`config.mk`:
```
export PLATFORM = sky130hd
export DESIGN_NAME = disp_sched_flat
export DESIGN_NICKNAME = d
export VERILOG_FILES = /design/src/rtl/disp_sched_if.sv /design/src/rtl/disp_sched.sv /design/src/flat_wrapper.sv
export SDC_FILE = /design/constraint.sdc
export NUM_CORES = 1
export LEC_CHECK = 0
export ABC_CLOCK_PERIOD_IN_PS = 3320
export CELL_PAD_IN_SITES_DETAIL_PLACEMENT = 1
export CELL_PAD_IN_SITES_GLOBAL_PLACEMENT = 1
export CORE_ASPECT_RATIO = 0.5
export CORE_MARGIN = 2
export CORE_UTILIZATION = 40
export DETAILED_ROUTE_END_ITERATION = 6
export PLACE_DENSITY = 0.8
export SETUP_SLACK_MARGIN = 0.1
export SKIP_CTS_REPAIR_TIMING = 1
export SLEW_MARGIN = 30
export SYNTH_ARGS = -nofsm -noshare
export SYNTH_HDL_FRONTEND = slang
export SYNTH_SLANG_ARGS = --single-unit
```
`constraint.sdc`:
```
create_clock -name clk -period 3.32 [get_ports clk]
set_input_delay 0.664 -clock clk [delete_from_list [all_inputs] [get_ports clk]]
set_output_delay 0.664 -clock clk [all_outputs]
set_load 0.01 [all_outputs]
```
`src/rtl/disp_sched_if.sv`:
```
// disp_sched_if: valid/ready handshake bundle for the two display requesters.
//   a_valid/a_data/a_ready : requester A (knapsack best value), 14-bit word
//   b_valid/b_data/b_ready : requester B (total weight), 14-bit word
// master = requester side, slave = disp_sched side.
interface disp_sched_if;
  localparam int unsigned DATA_W = 14;

  logic              a_valid;
  logic [DATA_W-1:0] a_data;
  logic              a_ready;
  logic              b_valid;
  logic [DATA_W-1:0] b_data;
  logic              b_ready;

  modport master (
    output a_valid, a_data, b_valid, b_data,
    input  a_ready, b_ready
  );

  modport slave (
    input  a_valid, a_data, b_valid, b_data,
    output a_ready, b_ready
  );
endinterface

```
`src/rtl/disp_sched.sv`:
```
// disp_sched: shares a 4-digit seven-segment display between two requesters.
// Holds the last word from each requester, shows one page at a time, converts
// the shown word (clamped to 9999) to BCD with a sequential double-dabble
// engine, and commits digits/blank atomically when the conversion finishes.
//
// Ports:
//   clk, rst_n  : clock, asynchronous active-low reset
//   bus         : disp_sched_if.slave, A/B valid/data/ready handshakes
//   page_sel    : manual page select (manual paging only)
//   digits      : 4 BCD digits, digit 0 in [3:0]
//   blank       : leading-zero blank mask, blank[0] always 0
//   scan_tick   : one-cycle strobe every SCAN_DIV cycles for the scan driver
//   page        : 0 = A shown, 1 = B shown
//   busy        : conversion in progress
//
// Build option: define DISP_PAGE_AUTO_EN to toggle the page automatically
// every SCAN_DIV*PAGE_TICKS cycles (page_sel is then ignored).
module disp_sched #(
  parameter int unsigned SCAN_DIV   = 50000,
  parameter int unsigned PAGE_TICKS = 1024
) (
  input  logic               clk,
  input  logic               rst_n,
  disp_sched_if.slave        bus,
  input  logic               page_sel,
  output logic [15:0]        digits,
  output logic [3:0]         blank,
  output logic               scan_tick,
  output logic               page,
  output logic               busy
);

  localparam int unsigned DATA_W = 14;
  localparam int unsigned BCD_W  = 16;
  localparam int unsigned CNT_W  = 4;
  localparam int unsigned SCAN_W = (SCAN_DIV > 1) ? $clog2(SCAN_DIV) : 1;
  localparam logic [DATA_W-1:0] MAX_VAL  = DATA_W'(9999);
  localparam logic [CNT_W-1:0]  LAST_IT  = CNT_W'(DATA_W - 1);
  localparam logic [SCAN_W-1:0] SCAN_TOP = SCAN_W'(SCAN_DIV - 1);

  typedef enum logic [1:0] {
    ST_IDLE = 2'd0,
    ST_CONV = 2'd1,
    ST_DONE = 2'd2
  } state_e;

  state_e             state_q, state_d;
  logic               src_q, src_d;
  logic [CNT_W-1:0]   cnt_q, cnt_d;
  logic [DATA_W-1:0]  opnd_q, opnd_d;
  logic [BCD_W-1:0]   bcd_q, bcd_d;
  logic [DATA_W-1:0]  reg_a_q, reg_a_d;
  logic [DATA_W-1:0]  reg_b_q, reg_b_d;
  logic               conv_req_q, conv_req_d;
  logic               page_q, page_d;
  logic [SCAN_W-1:0]  scan_q, scan_d;
  logic [BCD_W-1:0]   digits_q, digits_d;
  logic [3:0]         blank_q, blank_d;
  logic               scan_tick_q, scan_tick_d;
  logic               busy_q, busy_d;
  logic               a_ready_q, a_ready_d;
  logic               b_ready_q, b_ready_d;

  logic               a_fire, b_fire;
  logic               page_chg;
  logic               req_now;
  logic [DATA_W-1:0]  src_val;
  logic [BCD_W-1:0]   bcd_adj;

  // Add 3 to every nibble >= 5 ahead of the shift.
  function automatic logic [BCD_W-1:0] dd_adjust(input logic [BCD_W-1:0] b);
    logic [BCD_W-1:0] r;
    r = b;
    for (int k = 0; k < 4; k++) begin
      if (b[4*k +: 4] >= 4'd5) r[4*k +: 4] = b[4*k +: 4] + 4'd3;
    end
    return r;
  endfunction

  // Blank a digit when it and every higher digit are zero; digit 0 always shows.
  function automatic logic [3:0] blank_of(input logic [BCD_W-1:0] d);
    logic [3:0] m;
    m[0] = 1'b0;
    m[3] = (d[15:12] == 4'd0);
    m[2] = m[3] && (d[11:8] == 4'd0);
    m[1] = m[2] && (d[7:4]  == 4'd0);
    return m;
  endfunction

  // Handshakes and shadow registers.
  always_comb begin
    a_fire  = bus.a_valid && a_ready_q;
    b_fire  = bus.b_valid && b_ready_q;
    reg_a_d = a_fire ? bus.a_data : reg_a_q;
    reg_b_d = b_fire ? bus.b_data : reg_b_q;
  end

  // Scan divider: tick is registered so it is high while the count sits at the top.
  always_comb begin
    scan_d      = (scan_q == SCAN_TOP) ? '0 : scan_q + SCAN_W'(1);
    scan_tick_d = (scan_d == SCAN_TOP);
  end

`ifdef DISP_PAGE_AUTO_EN
  localparam int unsigned PAGE_W = (PAGE_TICKS > 1) ? $clog2(PAGE_TICKS) : 1;
  localparam logic [PAGE_W-1:0] PAGE_TOP = PAGE_W'(PAGE_TICKS - 1);

  logic [PAGE_W-1:0] page_cnt_q, page_cnt_d;
  logic              unused_page_sel;

  assign unused_page_sel = page_sel;

  // Automatic paging: count scan ticks, toggle the page on the wrap.
  always_comb begin
    page_cnt_d = page_cnt_q;
    page_d     = page_q;
    page_chg   = 1'b0;
    if (scan_q == SCAN_TOP) begin
      if (page_cnt_q == PAGE_TOP) begin
        page_cnt_d = '0;
        page_d     = ~page_q;
        page_chg   = 1'b1;
      end else begin
        page_cnt_d = page_cnt_q + PAGE_W'(1);
      end
    end
  end

  always_ff @(posedge clk or negedge rst_n) begin
    if (!rst_n) page_cnt_q <= '0;
    else        page_cnt_q <= page_cnt_d;
  end
`else
  // Manual paging: page follows page_sel one cycle late.
  always_comb begin
    page_d   = page_sel;
    page_chg = (page_sel != page_q);
  end
`endif

  // A write to the shown register or a page change asks for a conversion.
  assign req_now = page_chg || (a_fire && !page_q) || (b_fire && page_q);

  // Operand source sees same-cycle writes so nothing accepted at the IDLE edge is lost.
  always_comb begin
    src_val = page_d ? reg_b_d : reg_a_d;
    bcd_adj = dd_adjust(bcd_q);
  end

  // Conversion FSM next-state and output logic.
  always_comb begin
    state_d    = state_q;
    src_d      = src_q;
    cnt_d      = cnt_q;
    opnd_d     = opnd_q;
    bcd_d      = bcd_q;
    digits_d   = digits_q;
    blank_d    = blank_q;
    conv_req_d = conv_req_q || req_now;

    unique case (state_q)
      ST_IDLE: begin
        if (conv_req_q || req_now) begin
          src_d      = page_d;
          opnd_d     = (src_val > MAX_VAL) ? MAX_VAL : src_val;
          bcd_d      = '0;
          cnt_d      = '0;
          conv_req_d = 1'b0;
          state_d    = ST_CONV;
        end
      end
      ST_CONV: begin
        bcd_d  = {bcd_adj[BCD_W-2:0], opnd_q[DATA_W-1]};
        opnd_d = {opnd_q[DATA_W-2:0], 1'b0};
        cnt_d  = cnt_q + CNT_W'(1);
        if (cnt_q == LAST_IT) state_d = ST_DONE;
      end
      ST_DONE: begin
        digits_d = bcd_q;
        blank_d  = blank_of(bcd_q);
        state_d  = ST_IDLE;
      end
      default: state_d = ST_IDLE;
    endcase

    busy_d    = (state_d != ST_IDLE);
    a_ready_d = !((state_d != ST_IDLE) && !src_d);
    b_ready_d = !((state_d != ST_IDLE) &&  src_d);
  end

  always_ff @(posedge clk or negedge rst_n) begin
    if (!rst_n) begin
      state_q     <= ST_IDLE;
      src_q       <= 1'b0;
      cnt_q       <= '0;
      opnd_q      <= '0;
      bcd_q       <= '0;
      reg_a_q     <= '0;
      reg_b_q     <= '0;
      conv_req_q  <= 1'b0;
      page_q      <= 1'b0;
      scan_q      <= '0;
      digits_q    <= '0;
      blank_q     <= 4'b1110;
      scan_tick_q <= 1'b0;
      busy_q      <= 1'b0;
      a_ready_q   <= 1'b1;
      b_ready_q   <= 1'b1;
    end else begin
      state_q     <= state_d;
      src_q       <= src_d;
      cnt_q       <= cnt_d;
      opnd_q      <= opnd_d;
      bcd_q       <= bcd_d;
      reg_a_q     <= reg_a_d;
      reg_b_q     <= reg_b_d;
      conv_req_q  <= conv_req_d;
      page_q      <= page_d;
      scan_q      <= scan_d;
      digits_q    <= digits_d;
      blank_q     <= blank_d;
      scan_tick_q <= scan_tick_d;
      busy_q      <= busy_d;
      a_ready_q   <= a_ready_d;
      b_ready_q   <= b_ready_d;
    end
  end

  assign digits      = digits_q;
  assign blank       = blank_q;
  assign scan_tick   = scan_tick_q;
  assign page        = page_q;
  assign busy        = busy_q;
  assign bus.a_ready = a_ready_q;
  assign bus.b_ready = b_ready_q;

endmodule

```
`src/flat_wrapper.sv`:
```
// flat-port wrapper written by rule: the top's interface ports become plain ports
module disp_sched_flat 
#(
  parameter int unsigned SCAN_DIV   = 50000,
  parameter int unsigned PAGE_TICKS = 1024
)
  (clk, rst_n, page_sel, digits, blank, scan_tick, page, busy, bus_a_valid, bus_a_data, bus_b_valid, bus_b_data, bus_a_ready, bus_b_ready);
  disp_sched_if bus_i ();
  input  logic clk;
  input  logic rst_n;
  input  logic page_sel;
  output logic [15:0] digits;
  output logic [3:0] blank;
  output logic scan_tick;
  output logic page;
  output logic busy;
  input wire logic [$bits(bus_i.a_valid)-1:0] bus_a_valid;
  input wire logic [$bits(bus_i.a_data)-1:0] bus_a_data;
  input wire logic [$bits(bus_i.b_valid)-1:0] bus_b_valid;
  input wire logic [$bits(bus_i.b_data)-1:0] bus_b_data;
  output wire logic [$bits(bus_i.a_ready)-1:0] bus_a_ready;
  output wire logic [$bits(bus_i.b_ready)-1:0] bus_b_ready;
  assign bus_i.a_valid = bus_a_valid;
  assign bus_i.a_data = bus_a_data;
  assign bus_i.b_valid = bus_b_valid;
  assign bus_i.b_data = bus_b_data;
  assign bus_a_ready = bus_i.a_ready;
  assign bus_b_ready = bus_i.b_ready;
  disp_sched #(.SCAN_DIV(SCAN_DIV), .PAGE_TICKS(PAGE_TICKS)) u_core (.clk(clk), .rst_n(rst_n), .bus(bus_i), .page_sel(page_sel), .digits(digits), .blank(blank), .scan_tick(scan_tick), .page(page), .busy(busy));
endmodule
```
==> flow_summary.toml <==
[status]
status = "finished clean"

[logic_synthesis]
ys.flop_type = "dfrtp_1"
synthTopCellsByArea = "dfrtp_1 (50%), mux2_2 (6.6%), ha_1 (3.4%)"
ys_top_cells_by_count = "dfrtp_1 (101), nand2_1 (43), nor2_1 (32)"
syn_area_um2 = 5080
yosysMostFrequentCell = "dfrtp_1"
async_flop_share_pct = 100
yosys.area.top_type = "dfrtp_1"
ys_warn_count = 0
synth_cells = 467
syn_nets = 514
synth.yosys.seq_area_share_pct = 52.3
synthDistinctLibCells = 61
synth_edf_count = 0
ys_ff_latch = 106
avgSynthCellArea_um2 = 10.9
synth_top_cell_area_share_pct = 49.7

[timing]
tightest_slew_ns = 0.673
finalMaxSlewViolations = 0
setup-tns-final_ns = 0
skew_ns = 0.00786
setup_viol = 0
fmax_mhz = 379
worst_slack_ns = 0.681
slew_headroom_pct = 55.1
min_period_ns = 2.64
rsz0062_at_grt = "false"
fin_crit_sh_pct = 79.5
finalHoldViolations = 0
fin_hold_ws_ns = 0.347

[setup_path]
end_kind = "flip-flop"
critical_path_class = "primary input to flip-flop"
required_ns = 3.56
critPathLaunchType = "primary input"
arrival_ns = 2.87
worst-path-max-fanout = 10

[layout]
ff_latch_area_um2 = 2660
utilization_pct = 49.7
syn_to_final_growth_pct = 22.3
multi_input_area_um2 = 2270
nets = 573
n_antenna_cell = 0
drive_above_1_share_pct = 15.3
fillers = 1349

[hold_path]
hold_class = "primary input to async pin"

[place]
portBuffers = 56
gp_congestion = 0.787
pre_cts_slack_ns = 0.375
dp_hpwl_mm = 8.37

[clock_tree]
insertion_delay_ns = 0.34
cts_max_level = 3
cts_buffer_depth = 2
cts_tree = "done"
root_buffer = "clkbuf_16"
cts.sinks = 106
path_clk_slew_ns = 0.07
cts_made_buffers = 9

[global_routing]
track_usage_pct = 18.5
grt_max_degree = 56
antenna_found_initial = 0
overflow = 0
grt_pass1_wl_mm = 19.9
grt_pass1_vias = 3918

[route]
drt_iter0_drc = 160
routedWlPerCell_um = 16.8
ant_nets = 0
vias = 3694
route.detailed.drc = 0
dr.pass1.iters = 4
via_per_inst = 5.27
wirelength_mm = 11.7

[floorplan]
die_w_um = 163
io_pins = 58
die-height_um = 83.7
coreArea_um2 = 12500
num_rows = 29
initial_core_util_pct = 40.6
die_area_um2 = 13700

[power_and_ir_drop]
ir_worst_vdd_mv = 0.255
leakage_nw = 2.71
power_density_nw_per_um2 = 544

[run]
cap_viol_max_count = 0
[worst paths after layout]
| kind | from | endpoint | slack (ns) | depth (start not counted) |
|---|---|---|---|---|
| setup / recovery | bus_a_valid | u_core.opnd_q[0]$_DFFE_PN0P_ | 0.68 | 7 |
| hold reg to reg | u_core.blank[3]$_DFFE_PN1N_ | u_core.blank[3]$_DFFE_PN1N_ | 0.46 | 2 |
| min in group clk | u_core.blank[3]$_DFFE_PN1N_ | u_core.blank[3]$_DFFE_PN1N_ | 0.46 | 2 |
| max in group asynchronous | rst_n | u_core.blank[3]$_DFFE_PN1N_ | 2.18 | 2 |
| setup reg to reg | u_core.scan_q[0]$_DFF_PN0_ | u_core.scan_tick$_DFF_PN0_ | 0.94 | 7 |
| hold / removal | rst_n | u_core.scan_q[2]$_DFF_PN0_ | 0.35 | 1 |
[critical path: stages]
cell	delay, ns
clkdlybuf4s50_1	0.63
nand2_4	0.15
mux2_4	0.34
or4_4	0.52
o221ai_2	0.13
a31oi_4	0.21
o2bb2a_4	0.23
[layer usage]
layer	vias up	GRT usage, %	wire (um)
met2	48	31.6	5770
met4	0	5.15	157
met5	-	0	0
li1	1775	-	-
met3	13	4.22	405
met1	1858	23.7	5410
[per-stage QoR]
| step | power, mW | instance area (um2) | cells |
|---|---|---|---|
| finish | 3.38 | 6220 | 701 |
| global route | 3.55 | 6220 | 701 |
| CTS | 3.42 | 6210 | 701 |
| detailed placement | 2.26 | 5890 | 685 |
| global placement | 2.23 | 5890 | 685 |
| floorplan | 1.91 | 5080 | 467 |
[kinds of logic (layout without fill, tap and decap cells)]
logic type	count (synthesis)	after routing	synth area share, %
flops	106	106	52.3
simple gates	140	140	14.5
fa+ha+maj	14	14	3.45
compound gates	100	100	13.3
other cells	1	1	0.0738
buf+inv	41	105	3.15
xor+xnor	18	18	3.10
mux	47	47	10.2
[cells in the final DEF (no fill, tap or decap), drive strengths merged, types with 5 or more instances in the layout]
cell | Yosys | routed
a211oi | 5 | 5
a21oi | 17 | 17
a22oi | 6 | 6
a32o | 5 | 5
buf | 6 | 13
clkbuf | 14 | 12
clkdlybuf4s50 | 0 | 55
dfrtp | 101 | 101
dfstp | 5 | 5
ha | 14 | 14
inv | 21 | 21
mux2 | 32 | 32
mux2i | 15 | 15
nand2 | 45 | 45
nand2b | 7 | 7
nand3 | 25 | 25
nand4 | 6 | 6
nor2 | 33 | 33
o21a | 7 | 7
o21ai | 35 | 35
o31ai | 7 | 7
xnor2 | 9 | 9
xor2 | 9 | 9
[cell type report]
cell class / instances / area share (%)
Sequential cell: 106 / 42.8
Multi-Input combinational cell: 320 / 36.5
Clock buffer: 12 / 3.97
Timing Repair Buffer: 68 / 10.8
Clock inverter: 4 / 1.23
Tap cell: 170 / 3.42
Inverter: 21 / 1.27
[power breakdown]
| part | leakage [nW] | switching (mW) | internal (mW) |
|---|---|---|---|
| registers | 1.32 | 0.0938 | 1.49 |
| logic | 1.25 | 0.279 | 0.363 |
| clock network | 0.153 | 0.469 | 0.684 |
| total | 2.71 | 0.842 | 2.54 |
[flip-flops by register name, summed over array words and instances (netlist names), 2 cells and up]
name / count
u_core.opnd_q: 14
u_core.reg_a_q: 14
u_core.bcd_q: 16
u_core.reg_b_q: 14
u_core.blank: 3
u_core.scan_q: 16
u_core.digits: 16
u_core.state_q: 2
u_core.cnt_q: 4
Note: power is estimated with default switching activity, not from simulation.
